[config.mk]
export PLATFORM = sky130hd
export DESIGN_NAME = tg68k_sram_ctrl
export DESIGN_NICKNAME = d
export VERILOG_FILES = /design/src/rtl/tg68k_sram_pkg.sv /design/src/rtl/tg68k_sram_wait_cnt.sv /design/src/rtl/tg68k_sram_ctrl.sv
export SDC_FILE = /design/constraint.sdc
export NUM_CORES = 1
export LEC_CHECK = 0
export BUFFER_PORTS_ARGS = -buffer_cell sky130_fd_sc_hd__buf_2
export CAP_MARGIN = 20
export CORE_MARGIN = 10
export CORE_UTILIZATION = 44
export DETAILED_ROUTE_END_ITERATION = 10
export GPL_ROUTABILITY_DRIVEN = 0
export PLACE_DENSITY = 0.76
export SLEW_MARGIN = 20
export SYNTH_ARGS = -nofsm -noshare
export SYNTH_HDL_FRONTEND = slang
export SYNTH_SLANG_ARGS = --single-unit
[constraint.sdc]
create_clock -name i_clk -period 3.1 [get_ports i_clk]
set_input_delay 0.62 -clock i_clk [delete_from_list [all_inputs] [get_ports i_clk]]
set_output_delay 0.62 -clock i_clk [all_outputs]
set_load 0.005 [all_outputs]
[src/rtl/tg68k_sram_pkg.sv]
// Shared encodings for the TG68K-to-async-SRAM bus responder.
// TG68K_SRAM_CTRL_WR_HOLD_EN enables the HOLD state after write strobes.
package tg68k_sram_pkg;

  localparam logic [1:0] BS_FETCH = 2'b00;
  localparam logic [1:0] BS_IDLE  = 2'b01;
  localparam logic [1:0] BS_READ  = 2'b10;
  localparam logic [1:0] BS_WRITE = 2'b11;

  localparam int WCNT_W = 4;

  typedef enum logic [2:0] {
    ST_IDLE,
    ST_SETUP,
    ST_ACCESS,
    ST_HOLD,
    ST_DONE
  } state_t;

endpackage

[src/rtl/tg68k_sram_wait_cnt.sv]
// Loadable wait-state down-counter; saturates at zero and flags it.
module tg68k_sram_wait_cnt
  import tg68k_sram_pkg::*;
(
  input  logic              i_clk,
  input  logic              i_rst,
  input  logic              i_load,
  input  logic [WCNT_W-1:0] i_load_val,
  input  logic              i_dec,
  output logic              o_zero
);

  logic [WCNT_W-1:0] r_cnt;

  always_ff @(posedge i_clk) begin
    if (i_rst) begin
      r_cnt <= '0;
    end else if (i_load) begin
      r_cnt <= i_load_val;
    end else if (i_dec && (r_cnt != '0)) begin
      r_cnt <= r_cnt - 1'b1;
    end
  end

  assign o_zero = (r_cnt == '0);

endmodule

[src/rtl/tg68k_sram_ctrl.sv]
// TG68K bus responder for a 16-bit async SRAM with programmable wait states.
// Optional macro TG68K_SRAM_CTRL_WR_HOLD_EN adds a 1-cycle write hold state.
module tg68k_sram_ctrl
  import tg68k_sram_pkg::*;
#(
  parameter int ADR_BITS = 18,
  parameter int RD_WAIT  = 2,
  parameter int WR_WAIT  = 2
) (
  input  logic                i_clk,
  input  logic                i_rst,
  input  logic [31:0]         i_cpu_adr,
  input  logic [1:0]          i_cpu_busstate,
  input  logic                i_cpu_we_n,
  input  logic                i_cpu_uds_n,
  input  logic                i_cpu_lds_n,
  input  logic [15:0]         i_cpu_dat_w,
  output logic [15:0]         o_cpu_dat_r,
  output logic                o_cpu_clkena,
  output logic [ADR_BITS-1:0] o_sram_addr,
  output logic [15:0]         o_sram_dat_w,
  input  logic [15:0]         i_sram_dat_r,
  output logic                o_sram_dq_oe,
  output logic                o_sram_ce_n,
  output logic                o_sram_oe_n,
  output logic                o_sram_we_n,
  output logic                o_sram_ub_n,
  output logic                o_sram_lb_n
);

  if (RD_WAIT < 1 || RD_WAIT > 15) begin : g_bad_rd_wait
    $error("RD_WAIT must be in 1..15");
  end
  if (WR_WAIT < 1 || WR_WAIT > 15) begin : g_bad_wr_wait
    $error("WR_WAIT must be in 1..15");
  end

  localparam logic [WCNT_W-1:0] RD_LOAD = WCNT_W'(RD_WAIT - 1);
  localparam logic [WCNT_W-1:0] WR_LOAD = WCNT_W'(WR_WAIT - 1);

  state_t r_state, w_state_next;

  logic [ADR_BITS-1:0] r_addr;
  logic [15:0]         r_dat_w;
  logic [15:0]         r_dat_r;
  logic                r_write;
  logic                r_uds_n;
  logic                r_lds_n;
  // Lane enables as driven to the SRAM: forced on for reads, strobes for writes.
  logic                r_ub_n;
  logic                r_lb_n;

  logic w_latch, w_capture, w_load, w_dec, w_zero, w_null_wr;
  logic w_unused;

  assign w_unused  = ^{i_cpu_adr[31:ADR_BITS+1], i_cpu_adr[0]};
  assign w_null_wr = r_uds_n & r_lds_n;

  tg68k_sram_wait_cnt u_wait_cnt (
    .i_clk      (i_clk),
    .i_rst      (i_rst),
    .i_load     (w_load),
    .i_load_val (r_write ? WR_LOAD : RD_LOAD),
    .i_dec      (w_dec),
    .o_zero     (w_zero)
  );

  always_ff @(posedge i_clk) begin
    if (i_rst) begin
      r_state <= ST_IDLE;
      r_addr  <= '0;
      r_dat_w <= '0;
      r_dat_r <= '0;
      r_write <= 1'b0;
      r_uds_n <= 1'b1;
      r_lds_n <= 1'b1;
      r_ub_n  <= 1'b1;
      r_lb_n  <= 1'b1;
    end else begin
      r_state <= w_state_next;
      if (w_latch) begin
        r_addr  <= i_cpu_adr[ADR_BITS:1];
        r_dat_w <= i_cpu_dat_w;
        r_write <= (i_cpu_busstate == BS_WRITE) && !i_cpu_we_n;
        r_uds_n <= i_cpu_uds_n;
        r_lds_n <= i_cpu_lds_n;
        r_ub_n  <= ((i_cpu_busstate == BS_WRITE) && !i_cpu_we_n) ? i_cpu_uds_n : 1'b0;
        r_lb_n  <= ((i_cpu_busstate == BS_WRITE) && !i_cpu_we_n) ? i_cpu_lds_n : 1'b0;
      end
      if (w_capture) begin
        r_dat_r <= i_sram_dat_r;
      end
    end
  end

  always_comb begin
    w_state_next = r_state;
    w_latch      = 1'b0;
    w_capture    = 1'b0;
    w_load       = 1'b0;
    w_dec        = 1'b0;
    o_cpu_clkena = 1'b0;
    o_sram_ce_n  = 1'b1;
    o_sram_oe_n  = 1'b1;
    o_sram_we_n  = 1'b1;
    o_sram_dq_oe = 1'b0;
    o_sram_ub_n  = 1'b1;
    o_sram_lb_n  = 1'b1;
    case (r_state)
      ST_IDLE: begin
        if (i_cpu_busstate == BS_IDLE) begin
          w_state_next = ST_DONE;
        end else begin
          w_latch      = 1'b1;
          w_state_next = ST_SETUP;
        end
      end
      ST_SETUP: begin
        o_sram_ce_n  = 1'b0;
        o_sram_oe_n  = r_write;
        o_sram_dq_oe = r_write;
        o_sram_ub_n  = r_ub_n;
        o_sram_lb_n  = r_lb_n;
        w_load       = 1'b1;
        w_state_next = ST_ACCESS;
      end
      ST_ACCESS: begin
        o_sram_ce_n  = 1'b0;
        o_sram_oe_n  = r_write;
        o_sram_dq_oe = r_write;
        o_sram_we_n  = !(r_write && !w_null_wr);
        o_sram_ub_n  = r_ub_n;
        o_sram_lb_n  = r_lb_n;
        w_dec        = 1'b1;
        if (w_zero) begin
          w_capture = !r_write;
`ifdef TG68K_SRAM_CTRL_WR_HOLD_EN
          w_state_next = r_write ? ST_HOLD : ST_DONE;
`else
          w_state_next = ST_DONE;
`endif
        end
      end
`ifdef TG68K_SRAM_CTRL_WR_HOLD_EN
      ST_HOLD: begin
        // we_n has risen; keep chip, bus and lanes driven for data hold time.
        o_sram_ce_n  = 1'b0;
        o_sram_dq_oe = 1'b1;
        o_sram_ub_n  = r_ub_n;
        o_sram_lb_n  = r_lb_n;
        w_state_next = ST_DONE;
      end
`endif
      ST_DONE: begin
        o_cpu_clkena = 1'b1;
        o_sram_ub_n  = r_ub_n;
        o_sram_lb_n  = r_lb_n;
        w_state_next = ST_IDLE;
      end
      default: begin
        w_state_next = ST_IDLE;
      end
    endcase
  end

  assign o_cpu_dat_r  = r_dat_r;
  assign o_sram_addr  = r_addr;
  assign o_sram_dat_w = r_dat_w;

endmodule

; ---- Word level (Yosys, flattened, before mapping)
; Cells that the tools add are included.
; W data, S select, Z words.
[totals]
regBits = 62
input_bits = 71
elab_cells = 53
[classes]
add_sub_neg = 1
eq_ne = 6
muxes = 20
n_bitwise = 1
reduce_logical = 14
[op_table]
columns = operator, n
row1 = $mux W1, 17
row2 = $pmux W3 S3, 1
row3 = $mux W3, 2
row4 = $logic_not A1 Y1, 4
row5 = $logic_not A4 Y1, 1
row6 = $reduce_bool A4 Y1, 1
row7 = $reduce_or A2 Y1, 2
row8 = $sub A4 B1 Y4 const B, 1
row9 = $eq A3 B1 Y1 const B, 1
row10 = $eq A3 B2 Y1 const B, 1
row11 = $eq A3 B3 Y1 const B, 1
row12 = $logic_and A1 B1 Y1, 3
row13 = $logic_not A3 Y1, 1
row14 = $reduce_or A3 Y1, 1
row15 = $eq A2 B1 Y1 const B, 1
row16 = $eq A2 B2 Y1 const B, 1
row17 = $ne A2 B1 Y1 const B, 1
row18 = $reduce_bool A2 Y1, 1
row19 = $and A1 B1 Y1, 1

; ---- Longest topological paths before layout
; Gate-level depths: netlist of run 1.
[logic_depth]
depth_word = 5
depth_mapped = 7

; ---- Cells and area by module
; A second synthesis of run 1 with hierarchy kept.
[hier_totals]
cells_unflattened = 294
area_unflattened_um2 = 2971.6
[by_module_without_submodules]
columns = mod, n_inst, cells_each, area_each_um2, seq_area_each_um2
row1 = tg68k_sram_ctrl, 1, 265, 2708.8, 1161.1
row2 = tg68k_sram_wait_cnt, 1, 29, 262.8, 80.1

; ---- Least setup slack after synthesis of run 1
; Ideal clock, no wire load.
[synth_path]
kind = reg-to-reg
from = register u_wait_cnt.r_cnt[0]
to = register r_dat_r[0] (netlist: o_cpu_dat_r[0])
setup_ns = 0.072
arrival_time_ns = 1.798
required_ns = 3.028
slack_ns = 1.230
path_stages_with_launch = 7
n_path_buf = 1
path_cell_list = dfxtp_1 -> inv_1 -> ha_1 -> or3b_1 -> nor4_4 -> buf_6 -> mux2i_1
[synth_between]
elab_chain_cells = 3
[synth_rtl]
columns = item, line
row1 = "start, declared", tg68k_sram_wait_cnt.sv:13  ; logic [WCNT_W-1:0] r_cnt;
row2 = "start signal, assigned", tg68k_sram_wait_cnt.sv:19  ; r_cnt <= i_load_val;
row3 = "start signal, assigned", tg68k_sram_wait_cnt.sv:21  ; r_cnt <= r_cnt - 1'b1;
row4 = $logic_not A4 Y1, tg68k_sram_wait_cnt.sv:25  ; assign o_zero = (r_cnt == '0);
row5 = $mux W1, tg68k_sram_ctrl.sv:135  ; if (w_zero) begin
row6 = $mux W1, tg68k_sram_ctrl.sv:109  ; case (r_state)
row7 = "end signal, assigned", tg68k_sram_ctrl.sv:91  ; r_dat_r <= i_sram_dat_r;
row8 = "end, declared", tg68k_sram_ctrl.sv:45  ; logic [15:0] r_dat_r;
; Every way passes these cells.
; A chain may end at the register's enable or synchronous reset.

; ---- Final worst setup path of run 1
[layout_path]
from = register r_state[1]
to = output port o_sram_we_n
[layout_between]
elab_chain_cells = 2
[layout_rtl]
columns = item, line
row1 = "start, declared", tg68k_sram_ctrl.sv:41  ; state_t r_state, w_state_next;
row2 = "start signal, assigned", tg68k_sram_ctrl.sv:80  ; r_state <= w_state_next;
row3 = $eq A3 B2 Y1, tg68k_sram_ctrl.sv:109
row4 = $mux W1, tg68k_sram_ctrl.sv:109
row5 = "end, declared", tg68k_sram_ctrl.sv:26  ; output logic o_sram_we_n,
; Every way passes these cells.

==> results.ini, run 1 <==
[setup_path]
cp-end-kind=output pin
worst_r2r_path_depth=6
r2r_start=u_wait_cnt.r_cnt[0]$_SDFFE_PP0P_
startpoint=r_state[1]$_SDFFE_PP0N_
path_max_fanout=18
worstPathArrival_ns=1.77
cp.required_ns=2.48
worst-setup-path-type=reg2out
startpoint_type=flip-flop

[power]
switching_share=0.285
p_clk_frac=0.356
p_switching_uw=578
finalPower_mw=2.03
p_seq_frac=0.445
powerDensity_mw_per_mm2=566
intPower_mw=1.45
pwr-share-comb=0.199
leakage_nw=1.63
peakVddDrop_mv=0.330

[synthesis]
syn_nets=382
synth_edf_count=0
yosys_register_bits=62
synth_ff_type=dfxtp_1
ys_types=35
yosys-top-cells-area=dfxtp_1 44%, o31ai_1 9.6%, nand2b_1 8.0%, nand4_1 7.8%, mux2i_1 7.1%
synthCells=310
yosysTopAreaCellShare=0.441
avgSynthCellArea_um2=9.07
ys_warn_count=0
synth.largest_area_cell=dfxtp_1
seq_area_frac_synth=0.441
synth-async-reset-ratio=0
mappedNetlistArea_mm2=0.00281

[clock_network]
clock_path_buffers=2
clkTransAtPathRegs_ns=0.06
hold_buffers=0
cts_sinks=62
clock_latency_ns=0.33
post-cts-setup-buffers=0
cts_buffers=9
cts-root-buf=clkbuf_8
cts_resized=0
cts_tree=yes
h-tree-depth=3

[sta]
fin_crit_sh=0.773
timing.hold.ws_ns=0.466
rsz0062_at_grt=false
tns_ns=0
setup_viol=0
fin_skew_ns=0.0109
tightest_slew_ns=0.877
drv_slew=0
hold_viol=0
period_needed_ns=2.39
relSlewSlack=0.416
finalWorstSetupSlack_ns=0.705
fmax_ghz=0.418

[cells_and_area]
layout_common_cells=113 x buf_2, 62 x dfxtp_1, 39 x a21oi_1
antenna_cells=0
instances_no_fill=489
area_delta_synth_final_pct=27.5
nNetsFinal=479
drive_gt1_frac=0.340
final_common_cell=buf_2

[detailed_routing]
dr.pass1.iters=4
drc_errors=0
drt_wl_total_mm=8.40
drtAntennaViolNets=0
num_vias=2737
drt_iter0_drc=176
routed_via_density=5.60
wl_per_cell_um=17.2

[placement]
dp_hpwl_mm=5.84
dp.cells=473
place_ws_ns=1.08
port_buffers=113

[floorplanning]
rows=29
core-area_mm2=0.00628
die_area_mm2=0.00999
dieWidth_um=100
die_h_um=100
io_pins=128
start_util=0.448

[min_path]
min_path_cells=2
hold_path.class=reg2reg
hold_start=o_sram_addr[11]$_SDFFE_PP0P_

[global_routing]
overflow=0
grt_pass1_vias=2744
grt_pass1_wl_mm=13.3
antenna_found_initial=0
grt_max_degree=59
track_usage=0.163

[run_status]
outcome=finished, final reports clean

[flow_run]
cap_violations=0

[sequential cells by signal (all words and copies together), names as in the netlist]
signal,count
r_state,3
o_sram_addr,18
r_uds_n,1
r_lb_n,1
o_sram_dat_w,16
r_ub_n,1
r_write,1
u_wait_cnt.r_cnt,4
r_lds_n,1
o_cpu_dat_r,16
[per-layer routing]
layer	global-route usage	vias up	share of wire
met5	0	-	0
met4	0.0827	0	0.022
met3	0.0556	14	0.072
met2	0.255	97	0.48
met1	0.193	1289	0.43
li1	-	1337	-
[area by class of cell]
cell class,count,area [um2]
repair buffers,122,633
multi-input cells,208,1400
fillers,569,2690
clock buffers,13,159
flip-flops and latches,62,1240
inverters,4,15.0
clock inverters,3,42.5
well taps,77,96.3
[stage by stage]
step	cell area, um2	util
floorplan	2810	-
global placement	3380	0.539
detailed placement	3380	0.539
CTS	3590	0.571
global route	3590	0.571
finish	3590	0.571
[Yosys cell counts (4+ instances only)]
cell	n
inv_1	4
o31ai_1	36
nand2b_1	36
nor2_1	9
buf_1	5
nand4_1	35
mux2i_1	20
dfxtp_1	62
clkbuf_1	26
a21oi_1	39
[cell families after synthesis]
kind of cell    share of synthesized area
simple gates                        0.219
compound gates                      0.198
flops                               0.441
buf+inv                            0.0632
mux                                0.0712
xor+xnor                          0.00311
fa+ha+maj                         0.00445
[worst max-delay path, cell delays in order (launching register included)]
cell	delay (ns)
dfxtp_1	0.32
buf_4	0.24
nor3b_1	0.59
nand3_1	0.13
buf_2	0.17
[worst paths after layout]
kind / endpoint / slack, ns
max: o_sram_we_n / 0.71
min: o_sram_addr[11]$_SDFFE_PP0P_ / 0.47
max reg2reg: o_cpu_dat_r[10]$_SDFFE_PP0P_ / 1.21
min reg2reg: o_sram_addr[11]$_SDFFE_PP0P_ / 0.47
[power by group through the flow]
stage	clock, mW	sequential [mW]	combinational [mW]
after global placement	0	0.916	0.395
after detailed placement	0	0.919	0.404
final	0.723	0.902	0.404
after CTS	0.740	0.902	0.406
after global routing	0.775	0.910	0.446
after floorplan	0	0.915	0.253
Power figures use the tool's default switching activity.
==> inputs of run 2 (changes only) <==
- clock period: 3.1 -> 2.5 ns (I/O delays scaled with it)
==> run 2 against run 1 <==
  * Hold slack got worse by 0.052 ns
  * Clock-buffer cell count stayed put
  * Critical path depth stayed put
  * Sequential share of layout area rose by 0.073 points
  * Critical endpoint is now o_sram_dq_oe
  * Largest power group unchanged
==> results.ini, run 2 (same netlist as run 1, synthesis figures left out) <==
[run_status]
outcome=finished, final reports clean

[cells_and_area]
nNetsFinal=480
drive_gt1_frac=0.341
final_common_cell=buf_2
layout_common_cells=113 x buf_2, 62 x dfxtp_1, 39 x a21oi_1
antenna_cells=0
final_util=0.570
area_delta_synth_final_pct=27.2
largest_reg_flops=18
final_area_mm2=0.00358

[sta]
fmax_ghz=0.493
drv_slew=0
rsz0062_at_grt=false
tns_ns=0
fin_crit_sh=0.811
period_needed_ns=2.03
timing.hold.ws_ns=0.414
fin_skew_ns=0.00832
relSlewSlack=0.519
hold_viol=0
tightest_slew_ns=0.720
setup_viol=0

[placement]
place_area_mm2=0.00340
port_buffers=113
dp_hpwl_mm=5.93

[clock_network]
cts-root-buf=clkbuf_8
cts_resized=0
post-cts-setup-buffers=0
h-tree-depth=3
clock_path_buffers=2
clkTransAtPathRegs_ns=0.07
hold_buffers=0
clock_latency_ns=0.33
cts_sinks=62
cts_buffers=9
cts_tree=yes

[floorplanning]
dieWidth_um=100
die_h_um=100
start_util=0.448
core-area_mm2=0.00628
die_area_mm2=0.00999
io_pins=128
rows=29

[global_routing]
track_usage=0.164
antenna_found_initial=0
grt_max_degree=47
overflow=0
grt_pass1_wl_mm=13.6
grt_pass1_vias=2769

[detailed_routing]
num_vias=2765
drc_errors=0
wl_per_cell_um=17.5
drt_iter0_drc=201
drt_wl_total_mm=8.56
dr.pass1.iters=4
routed_via_density=5.67
drtAntennaViolNets=0

[setup_path]
startpoint_type=flip-flop
worst_r2r_path_depth=6
cp-end-kind=output pin
r2r_start=u_wait_cnt.r_cnt[0]$_SDFFE_PP0P_
path_max_fanout=9
worst-setup-path-type=reg2out
startpoint=r_state[0]$_SDFFE_PP0N_
cp.required_ns=2.00
worstPathArrival_ns=1.53

[power]
p_switching_uw=707
p_clk_frac=0.329
switching_share=0.292
pwr-share-comb=0.209
intPower_mw=1.72
peakVddDrop_mv=0.365
p_seq_frac=0.462
powerDensity_mw_per_mm2=677
leakage_nw=1.63

[min_path]
min_path_cells=3
hold_path.class=in2reg
hold_start=i_cpu_adr[18]

[flow_run]
cap_violations=0

-- run 2: critical path, cell delays in order, from the launching register on --
cell and delay [ns]:
dfxtp_1 0.50, xnor2_1 0.14, nor2_1 0.27, and2_1 0.18, buf_2 0.12
-- run 2: area by class of cell --
class / instances / area (um2)
timing repair buffer: 123 / 653
multi-input combinational: 208 / 1400
tap: 77 / 96.3
fill: 606 / 2700
inverter: 4 / 15.0
clock buffer: 13 / 169
clock inverter: 1 / 5.00
sequential: 62 / 1240
-- run 2: metrics by stage --
step                      total power [mW]  instances  setup slack (ns)
final                                 2.42        488             0.473
after global routing                  2.54        488             0.365
after CTS                             2.44        488             0.469
after detailed placement              1.65        474             0.626
after global placement                1.63        474             0.678
after floorplan                       1.45        310             0.630
-- run 2: power groups by stage --
stage / clock network, mW / logic [mW] / registers (mW)
final: 0.797 / 0.506 / 1.12
after global routing: 0.858 / 0.556 / 1.13
after CTS: 0.811 / 0.508 / 1.12
after detailed placement: 0 / 0.506 / 1.14
after global placement: 0 / 0.493 / 1.14
after floorplan: 0 / 0.314 / 1.14
-- run 2: path summary, 6_finish.rpt --
kind                                                endpoint  slack [ns]
worst max register to register   o_cpu_dat_r[9]$_SDFFE_PP0P_        0.61
worst max-delay path                            o_sram_dq_oe        0.47
worst min-delay path            o_sram_addr[17]$_SDFFE_PP0P_        0.41
worst min register to register  o_sram_dat_w[4]$_SDFFE_PP0P_        0.47
-- run 2: metal layers --
layer  up-vias  share of wire  track usage
met1      1314           0.40        0.189
met3        16          0.081       0.0549
met4         0          0.018       0.0728
met2        94           0.50        0.270
li1       1341              -            -
met5         -              0            0
==> inputs of run 3 (changes only) <==
- clock period: 2.5 -> 2 ns (I/O delays scaled with it)
==> run 3 against run 2 <==
  * Flip-flop and latch count stayed put
  * Sequential share of layout area is 0.55 points lower
  * Hold slack worse by 0.099 ns
  * Highest routed layer unchanged
==> results.ini, run 3 (same netlist as run 1, synthesis figures left out) <==
[clock_network]
clkTransAtPathRegs_ns=0.07
cts_tree=yes
cts-root-buf=clkbuf_8
cts_buffers=9
hold_buffers=0
clock_path_buffers=2
cts_sinks=62
h-tree-depth=3
clock_latency_ns=0.33

[setup_path]
r2r_start=u_wait_cnt.r_cnt[0]$_SDFFE_PP0P_
worst_r2r_path_depth=6
cp-end-kind=flip-flop
r2r_slack_ns=0.19
worstSetupPathDepth=6
path_max_fanout=16
worst-setup-path-type=reg2reg
startpoint_type=flip-flop
path_cells=inv_1, ha_1, or3b_1, nor4_4, buf_12, mux2i_1
crit_buf_inv=2
max_stage_delay_ns=0.44
cp.required_ns=2.25
worstPathArrival_ns=2.06
cpLargestDelayFamily=simple AND/OR/NAND/NOR gates
crit_end=o_cpu_dat_r[14]$_SDFFE_PP0P_
startpoint=u_wait_cnt.r_cnt[0]$_SDFFE_PP0P_
critPathSlowestCell=or3b_1
r2r_end=o_cpu_dat_r[14]$_SDFFE_PP0P_

[cells_and_area]
drive_gt1_frac=0.355
nNetsFinal=484
antenna_cells=0
n_fill_cell=585
layout_common_cells=113 x buf_2, 60 x dfxtp_1, 39 x a21oi_1
area_delta_synth_final_pct=29.5
largest_reg_flops=18
final_common_cell=buf_2

[sta]
hold_viol=0
tns_ns=0
relSlewSlack=0.623
rsz0062_at_grt=false
period_needed_ns=1.81
tightest_slew_ns=0.565
finalWorstSetupSlack_ns=0.194
fin_skew_ns=0.00889
fin_crit_sh=0.903
fmax_ghz=0.554
setup_viol=0
drv_slew=0

[min_path]
hold_path.class=in2reg

[detailed_routing]
drt_iter0_drc=139
dr.pass1.iters=5
routed_via_density=5.54
num_vias=2736
wl_per_cell_um=17.2
drt_wl_total_mm=8.49
drc_errors=0
drtAntennaViolNets=0

[floorplanning]
core-area_mm2=0.00628
start_util=0.448
io_pins=128
rows=29
die_area_mm2=0.00999
dieWidth_um=100
die_h_um=100

[global_routing]
overflow=0
antenna_found_initial=0
grt_max_degree=44
grt_pass1_vias=2806
track_usage=0.167
grt_pass1_wl_mm=13.8

[power]
leakage_nw=1.66
intPower_mw=2.26
pwr-share-comb=0.203
p_seq_frac=0.442
peakVddDrop_mv=0.473
powerDensity_mw_per_mm2=871
switching_share=0.287
p_switching_uw=910
p_clk_frac=0.355

[flow_run]
cap_violations=0

[placement]
place_ws_ns=0.216
dp_hpwl_mm=6.06
port_buffers=113

[run_status]
outcome=finished, final reports clean

run 3: cell count changes in the layout (fill, tap and decap cells not counted), sizes merged:
| cell | change |
|---|---|
| bufinv | +1 |
| clkinvlp | +1 |
| buf | +4 |
run 3: how the worst min path moves through the flow:
stage	startpoint	end	depth (start not counted)
finish	i_cpu_dat_w[2]	o_sram_dat_w[2]$_SDFFE_PP0P_	3
global route	i_cpu_adr[8]	o_sram_addr[7]$_SDFFE_PP0P_	3
CTS	i_cpu_dat_w[9]	o_sram_dat_w[9]$_SDFFE_PP0P_	3
detailed placement	o_sram_addr[6]$_SDFFE_PP0P_	o_sram_addr[6]$_SDFFE_PP0P_	2
global placement	o_sram_dat_w[7]$_SDFFE_PP0P_	o_sram_dat_w[7]$_SDFFE_PP0P_	2
floorplan	o_sram_addr[0]$_SDFFE_PP0P_	o_sram_addr[0]$_SDFFE_PP0P_	2
run 3: cell type report:
type                       instances  area, um2  area share
tap                               77       96.3      0.0264
inverter                           4       15.0     0.00412
sequential                        62       1240       0.341
clock inverter                     3       42.5      0.0117
timing repair buffer             127        683       0.188
clock buffer                      13        159      0.0436
multi-input combinational        208       1400       0.385
run 3: what timing repair did:
action	CTS	global route
endpoints found under the hold margin	0	0
gates resized for setup	0	3
setup buffers	0	0
endpoints found under the setup margin	0	2
run 3: metal layers:
| layer | track usage | up-vias | share of wire |
|---|---|---|---|
| met5 | 0 | - | 0 |
| met4 | 0.0628 | 0 | 0.016 |
| li1 | - | 1347 | - |
| met3 | 0.0604 | 11 | 0.076 |
| met1 | 0.195 | 1291 | 0.41 |
| met2 | 0.271 | 87 | 0.50 |
run 3: stage by stage:
stage	util	total power [mW]	area [um2]	cells	hold WS (ns)
global route	0.580	3.33	3640	494	0.314
global placement	0.547	2.05	3430	478	0.451
detailed placement	0.547	2.07	3430	478	0.458
finish	0.580	3.17	3640	494	0.315
floorplan	-	1.81	2810	310	0.465
CTS	0.579	3.19	3640	494	0.304
run 3: worst reg2reg max path, delay by kind of cell (launching register included):
| kind | cells | cell delay [ns] |
|---|---|---|
| adders and majority gates | 1 | 0.23 |
| buffers and inverters | 2 | 0.31 |
| DFF | 1 | 0.33 |
| muxes | 1 | 0.20 |
| and+or+nand+nor | 2 | 0.66 |
run 3: power by group through the flow:
| stage | clock [mW] | combinational [mW] | sequential, mW |
|---|---|---|---|
| after floorplan | 0 | 0.393 | 1.42 |
| after global placement | 0 | 0.626 | 1.42 |
| after detailed placement | 0 | 0.641 | 1.43 |
| after CTS | 1.15 | 0.643 | 1.40 |
| after global routing | 1.21 | 0.714 | 1.41 |
| final | 1.13 | 0.643 | 1.40 |
